File: src/rtl/exec_issue_unit_pkg.sv
// Shared ALU-issue definitions: operand/tag types, issue FSM states and the
// opcode numbers used by decode, the issue unit and the exec element.
package exec_pkg;

  typedef logic [5:0] inst_num_t;
  typedef logic [4:0] reg_tag_t;

  typedef enum logic [1:0] {
    IDLE  = 2'd0,
    START = 2'd1,
    WAIT  = 2'd2,
    DONE  = 2'd3
  } issue_state_t;

  localparam inst_num_t OP_ADD  = 6'd8;
  localparam inst_num_t OP_ADDI = 6'd9;
  localparam inst_num_t OP_SUB  = 6'd10;
  localparam inst_num_t OP_DIV  = 6'd12;
  localparam inst_num_t OP_MULT = 6'd13;
  localparam inst_num_t OP_SLL  = 6'd16;

  localparam int unsigned WDOG_W = 16;

endpackage

File: src/rtl/exec_issue_unit_if.sv
// Issue-unit bus: instruction intake, exec-element drive/return, writeback
// result and statistics. slave = issue unit view, master = surrounding pipeline.
interface exec_issue_unit_if;
  import exec_pkg::*;

  logic        in_valid;
  logic        in_ready;
  inst_num_t   in_inst_num;
  logic [31:0] in_const16_x;
  logic [4:0]  in_shift5;
  logic [31:0] in_rs;
  logic [31:0] in_rt;
  reg_tag_t    in_rd;

  logic        ee_reset;
  inst_num_t   ee_inst_num;
  logic [31:0] ee_const16_x;
  logic [4:0]  ee_shift5;
  logic [31:0] ee_rs;
  logic [31:0] ee_rt;
  logic        ee_completed;
  logic [31:0] ee_out;

  logic        out_valid;
  logic        out_ready;
  reg_tag_t    out_rd;
  logic [31:0] out_value;
  logic        out_err;

  logic [31:0] issued_count;
  logic [31:0] busy_cycles;

  modport slave (
    input  in_valid, in_inst_num, in_const16_x, in_shift5, in_rs, in_rt, in_rd,
    output in_ready,
    output ee_reset, ee_inst_num, ee_const16_x, ee_shift5, ee_rs, ee_rt,
    input  ee_completed, ee_out,
    output out_valid, out_rd, out_value, out_err,
    input  out_ready,
    output issued_count, busy_cycles
  );

  modport master (
    output in_valid, in_inst_num, in_const16_x, in_shift5, in_rs, in_rt, in_rd,
    input  in_ready,
    input  ee_reset, ee_inst_num, ee_const16_x, ee_shift5, ee_rs, ee_rt,
    output ee_completed, ee_out,
    input  out_valid, out_rd, out_value, out_err,
    output out_ready,
    input  issued_count, busy_cycles
  );

endinterface

File: src/rtl/exec_issue_unit.sv
// Sequencer in front of the ALU exec element: latch, start, wait (with watchdog),
// present result. Define EXEC_ISSUE_STATS_EN to build the issue/busy counters.
module exec_issue_unit
  import exec_pkg::*;
#(
  parameter int unsigned TIMEOUT_CYCLES = 255
) (
  input  logic        clk,
  input  logic        reset,
  exec_issue_unit_if.slave bus
);

  issue_state_t       state_r;
  issue_state_t       state_next_s;
  logic               accept_s;
  logic               in_ready_s;
  logic               wdog_expired_s;
  logic [WDOG_W-1:0]  wdog_r;
  reg_tag_t           rd_r;
  inst_num_t          ee_inst_num_r;
  logic [31:0]        ee_const16_x_r;
  logic [4:0]         ee_shift5_r;
  logic [31:0]        ee_rs_r;
  logic [31:0]        ee_rt_r;
  logic [31:0]        out_value_r;
  reg_tag_t           out_rd_r;
  logic               out_err_r;
  logic               ee_reset_s;
  logic               out_valid_s;

  assign in_ready_s     = (state_r == IDLE) || ((state_r == DONE) && bus.out_ready);
  assign accept_s       = bus.in_valid && in_ready_s;
  assign wdog_expired_s = (wdog_r == WDOG_W'(TIMEOUT_CYCLES - 32'd1));

  // State register
  always_ff @(posedge clk) begin
    if (reset) begin
      state_r <= IDLE;
    end else begin
      state_r <= state_next_s;
    end
  end

  // Next-state logic; completed is ignored in START because it may be stale
  always_comb begin
    state_next_s = state_r;
    case (state_r)
      IDLE:    state_next_s = accept_s ? START : IDLE;
      START:   state_next_s = WAIT;
      WAIT:    state_next_s = (bus.ee_completed || wdog_expired_s) ? DONE : WAIT;
      DONE: begin
        if (accept_s) begin
          state_next_s = START;
        end else if (bus.out_ready) begin
          state_next_s = IDLE;
        end else begin
          state_next_s = DONE;
        end
      end
      default: state_next_s = IDLE;
    endcase
  end

  // Output decode
  always_comb begin
    ee_reset_s  = reset || (state_r == START);
    out_valid_s = (state_r == DONE);
  end

  // Operand latch and result capture
  always_ff @(posedge clk) begin
    if (reset) begin
      ee_inst_num_r  <= 6'd0;
      ee_const16_x_r <= 32'd0;
      ee_shift5_r    <= 5'd0;
      ee_rs_r        <= 32'd0;
      ee_rt_r        <= 32'd0;
      rd_r           <= 5'd0;
      out_value_r    <= 32'd0;
      out_rd_r       <= 5'd0;
      out_err_r      <= 1'b0;
    end else begin
      if (accept_s) begin
        ee_inst_num_r  <= bus.in_inst_num;
        ee_const16_x_r <= bus.in_const16_x;
        ee_shift5_r    <= bus.in_shift5;
        ee_rs_r        <= bus.in_rs;
        ee_rt_r        <= bus.in_rt;
        rd_r           <= bus.in_rd;
      end
      if (state_r == WAIT) begin
        if (bus.ee_completed) begin
          out_value_r <= bus.ee_out;
          out_rd_r    <= rd_r;
          out_err_r   <= 1'b0;
        end else if (wdog_expired_s) begin
          out_value_r <= 32'd0;
          out_err_r   <= 1'b1;
        end
      end
    end
  end

  // Watchdog: restarted on every START, counts WAIT cycles without completion
  always_ff @(posedge clk) begin
    if (reset) begin
      wdog_r <= {WDOG_W{1'b0}};
    end else if (state_r == START) begin
      wdog_r <= {WDOG_W{1'b0}};
    end else if ((state_r == WAIT) && !bus.ee_completed && !wdog_expired_s) begin
      wdog_r <= wdog_r + {{(WDOG_W-1){1'b0}}, 1'b1};
    end
  end

`ifdef EXEC_ISSUE_STATS_EN
  logic [31:0] issued_count_r;
  logic [31:0] busy_cycles_r;

  // Statistics counters, free-running with natural wrap
  always_ff @(posedge clk) begin
    if (reset) begin
      issued_count_r <= 32'd0;
      busy_cycles_r  <= 32'd0;
    end else begin
      if (accept_s) begin
        issued_count_r <= issued_count_r + 32'd1;
      end
      if (state_r != IDLE) begin
        busy_cycles_r <= busy_cycles_r + 32'd1;
      end
    end
  end

  assign bus.issued_count = issued_count_r;
  assign bus.busy_cycles  = busy_cycles_r;
`else
  assign bus.issued_count = 32'd0;
  assign bus.busy_cycles  = 32'd0;
`endif

  assign bus.in_ready     = in_ready_s;
  assign bus.ee_reset     = ee_reset_s;
  assign bus.ee_inst_num  = ee_inst_num_r;
  assign bus.ee_const16_x = ee_const16_x_r;
  assign bus.ee_shift5    = ee_shift5_r;
  assign bus.ee_rs        = ee_rs_r;
  assign bus.ee_rt        = ee_rt_r;
  assign bus.out_valid    = out_valid_s;
  assign bus.out_rd       = out_rd_r;
  assign bus.out_value    = out_value_r;
  assign bus.out_err      = out_err_r;

endmodule

File: src/flat_wrapper.sv
// flat-port wrapper written by rule: the top's interface ports become plain ports
module exec_issue_unit_flat import exec_pkg::*;
#(
  parameter int unsigned TIMEOUT_CYCLES = 255
)
  (clk, reset, bus_in_valid, bus_in_inst_num, bus_in_const16_x, bus_in_shift5, bus_in_rs, bus_in_rt, bus_in_rd, bus_in_ready, bus_ee_reset, bus_ee_inst_num, bus_ee_const16_x, bus_ee_shift5, bus_ee_rs, bus_ee_rt, bus_ee_completed, bus_ee_out, bus_out_valid, bus_out_rd, bus_out_value, bus_out_err, bus_out_ready, bus_issued_count, bus_busy_cycles);
  exec_issue_unit_if bus_i ();
  input  logic clk;
  input  logic reset;
  input wire logic [$bits(bus_i.in_valid)-1:0] bus_in_valid;
  input wire logic [$bits(bus_i.in_inst_num)-1:0] bus_in_inst_num;
  input wire logic [$bits(bus_i.in_const16_x)-1:0] bus_in_const16_x;
  input wire logic [$bits(bus_i.in_shift5)-1:0] bus_in_shift5;
  input wire logic [$bits(bus_i.in_rs)-1:0] bus_in_rs;
  input wire logic [$bits(bus_i.in_rt)-1:0] bus_in_rt;
  input wire logic [$bits(bus_i.in_rd)-1:0] bus_in_rd;
  output wire logic [$bits(bus_i.in_ready)-1:0] bus_in_ready;
  output wire logic [$bits(bus_i.ee_reset)-1:0] bus_ee_reset;
  output wire logic [$bits(bus_i.ee_inst_num)-1:0] bus_ee_inst_num;
  output wire logic [$bits(bus_i.ee_const16_x)-1:0] bus_ee_const16_x;
  output wire logic [$bits(bus_i.ee_shift5)-1:0] bus_ee_shift5;
  output wire logic [$bits(bus_i.ee_rs)-1:0] bus_ee_rs;
  output wire logic [$bits(bus_i.ee_rt)-1:0] bus_ee_rt;
  input wire logic [$bits(bus_i.ee_completed)-1:0] bus_ee_completed;
  input wire logic [$bits(bus_i.ee_out)-1:0] bus_ee_out;
  output wire logic [$bits(bus_i.out_valid)-1:0] bus_out_valid;
  output wire logic [$bits(bus_i.out_rd)-1:0] bus_out_rd;
  output wire logic [$bits(bus_i.out_value)-1:0] bus_out_value;
  output wire logic [$bits(bus_i.out_err)-1:0] bus_out_err;
  input wire logic [$bits(bus_i.out_ready)-1:0] bus_out_ready;
  output wire logic [$bits(bus_i.issued_count)-1:0] bus_issued_count;
  output wire logic [$bits(bus_i.busy_cycles)-1:0] bus_busy_cycles;
  assign bus_i.in_valid = bus_in_valid;
  assign bus_i.in_inst_num = bus_in_inst_num;
  assign bus_i.in_const16_x = bus_in_const16_x;
  assign bus_i.in_shift5 = bus_in_shift5;
  assign bus_i.in_rs = bus_in_rs;
  assign bus_i.in_rt = bus_in_rt;
  assign bus_i.in_rd = bus_in_rd;
  assign bus_in_ready = bus_i.in_ready;
  assign bus_ee_reset = bus_i.ee_reset;
  assign bus_ee_inst_num = bus_i.ee_inst_num;
  assign bus_ee_const16_x = bus_i.ee_const16_x;
  assign bus_ee_shift5 = bus_i.ee_shift5;
  assign bus_ee_rs = bus_i.ee_rs;
  assign bus_ee_rt = bus_i.ee_rt;
  assign bus_i.ee_completed = bus_ee_completed;
  assign bus_i.ee_out = bus_ee_out;
  assign bus_out_valid = bus_i.out_valid;
  assign bus_out_rd = bus_i.out_rd;
  assign bus_out_value = bus_i.out_value;
  assign bus_out_err = bus_i.out_err;
  assign bus_i.out_ready = bus_out_ready;
  assign bus_issued_count = bus_i.issued_count;
  assign bus_busy_cycles = bus_i.busy_cycles;
  exec_issue_unit #(.TIMEOUT_CYCLES(TIMEOUT_CYCLES)) u_core (.clk(clk), .reset(reset), .bus(bus_i));
endmodule
File: config.mk
export PLATFORM = sky130hd
export DESIGN_NAME = exec_issue_unit_flat
export DESIGN_NICKNAME = d
export VERILOG_FILES = /design/src/rtl/exec_issue_unit_pkg.sv /design/src/rtl/exec_issue_unit_if.sv /design/src/rtl/exec_issue_unit.sv /design/src/flat_wrapper.sv
export SDC_FILE = /design/constraint.sdc
export NUM_CORES = 1
export LEC_CHECK = 0
export CORE_ASPECT_RATIO = 0.5
export CORE_UTILIZATION = 35
export CTS_CLUSTER_SIZE = 10
export DETAILED_ROUTE_END_ITERATION = 10
export GPL_ROUTABILITY_DRIVEN = 0
export GPL_TIMING_DRIVEN = 0
export PLACE_DENSITY = 0.76
export SLEW_MARGIN = 20
export SYNTH_ARGS = -nofsm -noshare
export SYNTH_HDL_FRONTEND = slang
export SYNTH_SLANG_ARGS = --single-unit
export TNS_END_PERCENT = 5
File: constraint.sdc
create_clock -name clk -period 1.57 [get_ports clk]
set_clock_uncertainty 0.05 [all_clocks]
set_input_delay 0.2355 -clock clk [delete_from_list [all_inputs] [get_ports clk]]
set_output_delay 0.2355 -clock clk [all_outputs]
set_load 0.01 [all_outputs]
==> qor.csv, run 1 <==
metric;value;unit
critPathLaunchType;register;
min_period_over_period;110;%
synth_edf_count;0;
reg2reg_from;u_core.wdog_r[0];
hold_path.class;primary input to register;
cts_buffers;17;
finalHoldViolations;0;
cts_tree;done;
antenna_found_initial;0;
cp.arrival;1440;ps
report.power.total;10.8;mW
die_area;19700;um^2
hold-worst-slack;284;ps
dpl.hpwl;16100;um
clk_pin_slew;70;ps
ant_nets;0;
grt_pass1_vias;6456;
die_y;99.7;um
drive_above_1_share;17.2;%
grt_max_degree;17;
path_max_fanout;10;
syn_inst;834;
synth-main-ff-cell;dfxtp_1;
drtIter0Drc;349;
timing.final.crit_period;1720;ps
grt_first_pass_wirelength;33500;um
fillers;1554;
syn_area_per_cell;8.01;um^2
place_ws;-720;ps
fin_nets;1382;
leakagePower;6.81;nW
critPathCaptureType;output port;
setup_viol;67;
syn_to_final_growth;75.3;%
dr.pass1.iters;6;
fin_ws;-152;ps
vias;6940;
antenna_cells;0;
drcViolationCount;0;
drv_slew;0;
rsz0062_at_grt;yes;
core_area;18500;um^2
route.detailed.wl_per_inst;15.0;um
cp.required;1280;ps
die_w;197;um
htree_levels;4;
grt-ovfl-total;0;
yosysUniqueCellTypes;44;
ir_drop;0.772;mV
wirelength;22500;um
cap_violations;0;
clockRootBuffer;clkbuf_16;
cts_sinks;168;
detail_route.vias_per_cell;4.62;
relSlewSlack;52.3;%
power.density;922;nW/um^2
insertion_delay;410;ps
startpoint;u_core.state_r[0];
io_pins;361;
synth_area;6680;um^2
outcome;finished with violations;
yosysSeqAreaShare;50.4;%
start_util;36.0;%
worstMarginPinSlew;715;ps
async_flop_share;0;%
synth-seq-cells;168;
synth_warnings;0;
cts_max_path_buffers;2;
failed_checks;setup timing;
fmax;581;MHz
final.setup.tns;-5160;ps
min_from;reset;
port_buffers;295;
crit_type;register to output port;
rows;35;
grt_usage;21.6;%
kinds of logic after synthesis:
| logic type | synth area share, % |
|---|---|
| AOI/OAI and AO/OA | 16.8 |
| other | 0.0562 |
| adders and majority gates | 0.375 |
| DFF | 50.4 |
| xor gates and xnor gates | 0.262 |
| buffers and inverters | 11.5 |
| and+or+nand+nor | 20.7 |
metal layers:
| metal | vias to the layer above | global-route usage [%] | wire length [um] |
|---|---|---|---|
| li1 | 3433 | - | - |
| met1 | 3243 | 26.4 | 9170 |
| met2 | 224 | 37.6 | 11500 |
| met3 | 40 | 4.78 | 1240 |
| met4 | 0 | 7.10 | 548 |
| met5 | - | 0 | 0 |
worst max-delay path: stages (launching register included):
cell	delay (ps)
dfxtp_2	330
buf_6	130
a21oi_2	170
clkinv_2	100
buf_6	150
buf_2	140
cells in the final DEF (no fill, tap or decap), types with 7 or more instances in the layout:
cell type / Yosys / layout
a21oi_1: 164 / 155
clkdlybuf4s50_1: 0 / 146
conb_1: 1 / 64
buf_6: 5 / 19
clkbuf_1: 35 / 22
nand2_1: 271 / 271
o21ai_1: 15 / 12
o21ai_0: 28 / 10
or3_1: 9 / 8
a21oi_2: 0 / 9
dlymetal6s2s_1: 0 / 146
buf_4: 64 / 83
dfxtp_1: 168 / 164
o21ai_2: 0 / 16
clkbuf_16: 0 / 17
buf_8: 0 / 7
final timing paths:
| kind | to | slack (ps) | cells past startpoint |
|---|---|---|---|
| min | u_core.state_r[0] | 280 | 2 |
| max | bus_ee_reset | -150 | 5 |
| max reg2reg | u_core.bus.out_value[8] | -140 | 8 |
| min reg2reg | u_core.bus.ee_rt[13] | 400 | 2 |
report_power, final:
part           internal, mW  switching [mW]  total (mW)
Sequential             4.51           0.133        4.64
Combinational          1.15            1.02        2.16
Clock                  2.11            1.86        3.98
Total                  7.77            3.02        10.8
repair_timing:
item                       4_1_cts  5_1_grt
setup endpoints to repair      308      313
pin swaps                       13       28
gates resized for setup         97      238
hold buffers                     0        0
hold endpoints to repair         0        0
buffers inserted                 7        6
gates cloned                     9        0
Yosys cell counts (4+ instances only):
cell / n / area share, %
nor2_1: 5 / 0.28
nand2_1: 271 / 15
buf_4: 64 / 7.2
or3_1: 9 / 0.84
o21ai_1: 15 / 1.1
inv_1: 4 / 0.22
clkbuf_1: 35 / 2.0
nand4_1: 5 / 0.47
buf_1: 5 / 0.28
buf_2: 12 / 0.90
o21ai_0: 28 / 2.1
dfxtp_1: 168 / 50
a21oi_1: 164 / 12
buf_6: 5 / 0.84
nand3_1: 7 / 0.52
metrics by stage:
step,cells,utilization [%],cell area (um^2)
after floorplan,897,-,6920
after global placement,1451,55.0,10200
after detailed placement,1451,55.0,10200
after CTS,1497,59.7,11100
after global routing,1503,63.2,11700
final,1503,63.2,11700
flip-flops by register name, summed over array words and instances, names as in the netlist, 2 cells and up:
name and count:
u_core.bus.ee_const16_x 32, u_core.bus.ee_rs 32, u_core.wdog_r 16, u_core.bus.ee_inst_num 6, u_core.rd_r 5, u_core.bus.out_rd 5
u_core.bus.ee_rt 32, u_core.bus.ee_shift5 5, u_core.bus.out_value 32, u_core.state_r 2
layout make-up:
type	count	area [um^2]	area share, %
timing repair buffer	317	3530	30.2
clock inverter	13	110	0.941
sequential	168	3370	28.8
buffer	119	881	7.53
clock buffer	19	443	3.79
tap	259	324	2.77
multi-input combinational	603	3020	25.8
inverter	5	20.0	0.171
(Power assumes the default switching activity.)
==> inputs of run 2 (changes only) <==
ABC_CLOCK_PERIOD_IN_PS = 1570   (was default)
PLACE_DENSITY = default   (was 0.76)
PLACE_DENSITY_LB_ADDON = 0.2   (was default)
==> qor.csv, run 2 (synthesis gave the netlist of run 1 again) <==
metric;value;unit;change
outcome;finished with violations;;
failed_checks;setup timing;;
antenna_cells;0;;unchanged
die_w;197;um;unchanged
rows;35;;unchanged
placed_cell_area;10200;um^2;unchanged
fin_ws;-136;ps;+16.3 ps
combinationalPowerShare;18.3;%;-1.8 points
leakagePower;4.98;nW;-27%
grt_pass1_vias;6421;;-0.54%
crit_family;simple AND/OR/NAND/NOR gates;;
timing.final.crit_period;1710;ps;-16.3 ps
place_ws;-714;ps;+6.28 ps
hold_path.class;primary input to register;;
cts_sinks;168;;unchanged
antenna_found_initial;0;;unchanged
mostFrequentLayoutCells;271 x nand2_1, 162 x dfxtp_1, 159 x a21oi_1, 146 x clkdlybuf4s50_1, 145 x dlygate4sd2_1;;
cts_buffers;17;;unchanged
clk_pin_slew;80;ps;about the same
start_util;36.0;%;unchanged
drv_slew;0;;unchanged
die_area;19700;um^2;unchanged
clockPowerShare;39.1;%;+2.2 points
core_area;18500;um^2;unchanged
grt_max_degree;17;;unchanged
seqPwrFrac;42.5;%;-0.6 points
route.detailed.wl_per_inst;14.1;um;-5.5%
design_area;11200;um^2;-4.7%
detail_route.vias_per_cell;4.54;;-1.7%
drtIter0Drc;299;;-14%
p_switching;2.98;mW;-1.0%
worstMarginPinSlew;611;ps;-103 ps
min_period_over_period;109;%;-1.0 points
cp.required;1830;ps;+550 ps
relSlewSlack;59.2;%;+6.9 points
grt-ovfl-total;0;;unchanged
final_common_cell;nand2_1;;
cts_tree;done;;
cap_violations;0;;unchanged
dpl.hpwl;15500;um;-3.5%
io_pins;361;;unchanged
power.density;977;nW/um^2;+6.1%
grt_usage;21.0;%;-0.53 points
finalHoldViolations;0;;unchanged
worstPathCellList;inv_2, ha_4, nor4b_4, and4_4, buf_8, nor3_2, a2111oi_2;;
drcViolationCount;0;;unchanged
wirelength;21200;um;-5.8%
crit_buf_inv;2;;-2
syn_to_final_growth;67.1;%;
rsz0062_at_grt;yes;;
ant_nets;0;;unchanged
vias;6797;;-2.1%
port_buffers;295;;unchanged
critPathLaunchType;register;;
fmax;586;MHz;+0.96%
setup_viol;45;;-33%
critPathCaptureType;register;;
ir_drop;0.777;mV;+0.64%
dr.pass1.iters;5;;-1
swShare;27.4;%;-0.60 points
drive_above_1_share;17.4;%;+0.23 points
cp.arrival;1970;ps;+530 ps
htree_levels;4;;unchanged
grt_first_pass_wirelength;32900;um;-1.8%
crit_type;register to register;;
hold_buffers;0;;unchanged
final.setup.tns;-3570;ps;+1590 ps
clockRootBuffer;clkbuf_16;;
crit_path_top_delay_cell;and4_4;;
insertion_delay;420;ps;about the same
path_max_fanout;6;;-4
cts_max_path_buffers;2;;unchanged
die_y;99.7;um;unchanged
intPower;7.92;mW;+2.0%
cp_slowest_stage_delay;350;ps;+20 ps
fin_nets;1377;;-0.36%
## run 2: cell type report
type                    instances  area, um^2
fillers                      1712        7370
inverters                       5        20.0
plain buffers                 119         903
clock inverters                15         170
multi-input cells             603        2980
repair buffers                312        2960
well taps                     259         324
flip-flops and latches        168        3380
clock buffers                  17         425
## run 2: timing repair
action / 4_1_cts / 5_1_grt
setup buffers: 6 / 5
gates cloned: 6 / 0
setup endpoints to repair: 309 / 155
resized for setup: 257 / 73
pin swaps: 29 / 19
## run 2: power groups by stage
| stage | registers [mW] | clock network [mW] | logic (mW) |
|---|---|---|---|
| after global placement | 4.72 | 0 | 1.95 |
| final | 4.64 | 4.27 | 2.00 |
| after floorplan | 4.83 | 0 | 0.799 |
| after global routing | 4.67 | 4.55 | 2.18 |
| after detailed placement | 4.73 | 0 | 1.97 |
| after CTS | 4.63 | 4.35 | 1.94 |
## run 2: path summary, 6_finish.rpt
path	start	end	slack, ps	cells past startpoint
worst max-delay path	u_core.wdog_r[0]	u_core.state_r[0]	-140	7
worst min register to register	u_core.bus.ee_rs[19]	u_core.bus.ee_rs[19]	400	2
worst min-delay path	reset	u_core.state_r[0]	280	2
worst max register to register	u_core.wdog_r[0]	u_core.state_r[0]	-140	7
## run 2: worst reg2reg max path: cells and delay by family, from the launching register on
family,cells,cell delay [ps]
buffers and inverters,2,200
and+or+nand+nor,3,700
AOI/OAI and AO/OA,1,210
DFF,1,320
adders and majority gates,1,120
## run 2: layer usage
metal / wire (um) / global-route usage, % / share of wire (%) / up-vias
met5: 0 / 0 / 0 / -
li1: - / - / - / 3420
met1: 8490 / 23.4 / 40 / 3154
met3: 1280 / 5.87 / 6.0 / 29
met4: 459 / 7.10 / 2.2 / 0
met2: 11000 / 38.6 / 52 / 194
## run 2: stage by stage
step	power [mW]	hold slack [ps]	cells	util [%]
after global placement	6.67	389	1451	55.0
after detailed placement	6.70	397	1451	55.0
after global routing	11.4	294	1498	60.2
final	10.9	283	1498	60.2
after floorplan	5.63	321	897	-
after CTS	10.9	293	1493	59.0
==> inputs of run 3 (changes only) <==
CELL_PAD_IN_SITES_DETAIL_PLACEMENT = 1   (was default)
CELL_PAD_IN_SITES_GLOBAL_PLACEMENT = 1   (was default)
CORE_UTILIZATION = 24   (was 35)
CTS_CLUSTER_DIAMETER = 150   (was default)
==> qor.csv, run 3 (synthesis gave the netlist of run 1 again) <==
metric;value;unit;change
outcome;finished with violations;;
failed_checks;setup timing;;
fin_nets;1390;;+0.94%
intPower;8.08;mW;+2.1%
wirelength;25800;um;+22%
power.density;954;nW/um^2;-2.4%
cp_slowest_stage_delay;320;ps;-30 ps
dpl.hpwl;19100;um;+23%
ir_drop;0.795;mV;+2.4%
dr.pass1.iters;4;;-1
worstPathCellList;inv_2, ha_4, nor4b_4, buf_4, a41oi_4, buf_12, clkbuf_8, o21ai_2, a21oi_2;;
start_util;24.9;%;-11 points
min_path_cells;3;;+1
r2r_end;u_core.bus.out_value[24];;
rows;42;;+20%
min_from;bus_in_rs[11];;
cp.required;1820;ps;about the same
grt_pass1_vias;7194;;+12%
grt-ovfl-total;0;;unchanged
clockPowerShare;38.2;%;-0.9 points
insertion_delay;430;ps;about the same
core_area;26900;um^2;+45%
path_max_fanout;8;;+2
reg2reg_depth;9;;+2
seqPwrFrac;42.0;%;-0.5 points
setup_viol;114;;+150%
vias;6907;;+1.6%
fmax;562;MHz;-4.2%
die_w;238;um;+21%
route.detailed.wl_per_inst;15.9;um;+12%
reg2reg_from;u_core.wdog_r[0];;
combinationalPowerShare;19.8;%;+1.5 points
hold_buffers;0;;unchanged
p_switching;2.96;mW;-0.76%
drive_above_1_share;20.4;%;+2.9 points
mostFrequentLayoutCells;269 x nand2_1, 159 x dfxtp_1, 146 x clkdlybuf4s50_1, 146 x dlygate4sd2_1, 137 x a21oi_1;;
critPathLaunchType;register;;
cts_max_path_buffers;2;;unchanged
drcViolationCount;0;;unchanged
cts_tree;done;;
die_y;120;um;+20%
cts_sinks;168;;unchanged
postLayoutCoreUtil;43.1;%;-17 points
ant_nets;0;;unchanged
critPathCaptureType;register;;
leakagePower;5.08;nW;+1.9%
stdcell_count;1627;;+8.6%
finalHoldViolations;0;;unchanged
port_buffers;295;;unchanged
timing.final.crit_period;1780;ps;+74.1 ps
cts_buffers;17;;unchanged
detail_route.vias_per_cell;4.25;;-6.4%
grt_first_pass_wirelength;39300;um;+20%
htree_levels;4;;unchanged
grt_usage;17.9;%;-3.1 points
drtIter0Drc;233;;-22%
crit_path_top_delay_cell;dfxtp_2;;
antenna_found_initial;1;;+1
clockRootBuffer;clkbuf_16;;
cp.arrival;2030;ps;+60 ps
hold_end;u_core.bus.ee_rs[11];;
grt_max_degree;17;;unchanged
min_period_over_period;113;%;+4.7 points
drv_slew;0;;unchanged
relSlewSlack;57.8;%;-1.4 points
cap_violations;0;;unchanged
fin_ws;-210;ps;-74.1 ps
die_area;28500;um^2;+45%
rsz0062_at_grt;yes;;
report.power.total;11.0;mW;+1.3%
final.setup.tns;-7860;ps;-4290 ps
worstMarginPinSlew;633;ps;+21.7 ps
place_inst;1566;;+7.9%
io_pins;361;;unchanged
clk_pin_slew;60;ps;-20 ps
syn_to_final_growth;73.3;%;
hold_path.class;primary input to register;;
final_common_cell;nand2_1;;
r2r_slack;-210;ps;-70 ps
crit_type;register to register;;
swShare;26.8;%;-0.55 points
-- run 3: per-layer routing --
metal	track usage (%)	wire length, um	vias to the layer above
met4	6.09	573	0
met5	0	0	-
met1	19.9	10500	3294
met3	4.37	1000	37
li1	-	-	3440
met2	33.2	13700	136
-- run 3: final cells by class --
class	count	area, um^2
Inverter	5	20.0
Sequential cell	168	3380
Clock inverter	8	95.1
Multi-Input combinational cell	603	3090
Fill cell	3184	15300
Tap cell	374	468
Buffer	120	965
Clock buffer	24	482
Timing Repair Buffer	324	3070
Antenna cell	1	2.50
-- run 3: critical path: cells and delay by family, from the launching register on --
kind            cells  cell delay [ps]
simple gates        1              220
buf+inv             4              580
compound gates      3              350
fa+ha+maj           1              130
flops               1              320
-- run 3: what timing repair did --
item / in CTS / in global routing
resized for setup: 268 / 97
pin swaps: 29 / 36
setup buffers: 19 / 5
endpoints found under the setup margin: 314 / 164
cloned: 3 / 2
-- run 3: stage by stage --
stage | hold slack [ps] | cell area, um^2 | worst slack, ps
after floorplan | 321 | 6920 | -13.2
after global placement | 391 | 10300 | -749
after detailed placement | 395 | 10300 | -806
after CTS | 265 | 11200 | -162
after global routing | 281 | 11600 | -311
final | 295 | 11600 | -210
-- run 3: worst max-delay path by stage --
| stage | startpoint | end | slack (ps) | cells after the start |
|---|---|---|---|---|
| after floorplan | u_core.wdog_r[0] | u_core.wdog_r[6] | -10 | 7 |
| after global placement | bus_out_ready | u_core.bus.ee_rt[8] | -750 | 7 |
| after detailed placement | bus_out_ready | u_core.bus.ee_rs[20] | -810 | 7 |
| after CTS | u_core.wdog_r[0] | u_core.bus.out_value[1] | -160 | 9 |
| after global routing | u_core.wdog_r[0] | u_core.bus.out_value[24] | -310 | 9 |
| final | u_core.wdog_r[0] | u_core.bus.out_value[24] | -210 | 9 |
-- run 3: power by group through the flow --
stage / sequential, mW / clock [mW] / combinational [mW]
3_5_place_dp: 4.73 / 0 / 2.03
5_1_grt: 4.66 / 4.55 / 2.38
2_1_floorplan: 4.83 / 0 / 0.799
3_3_place_gp: 4.72 / 0 / 2.00
6_report: 4.64 / 4.21 / 2.19
4_1_cts: 4.63 / 4.36 / 2.04
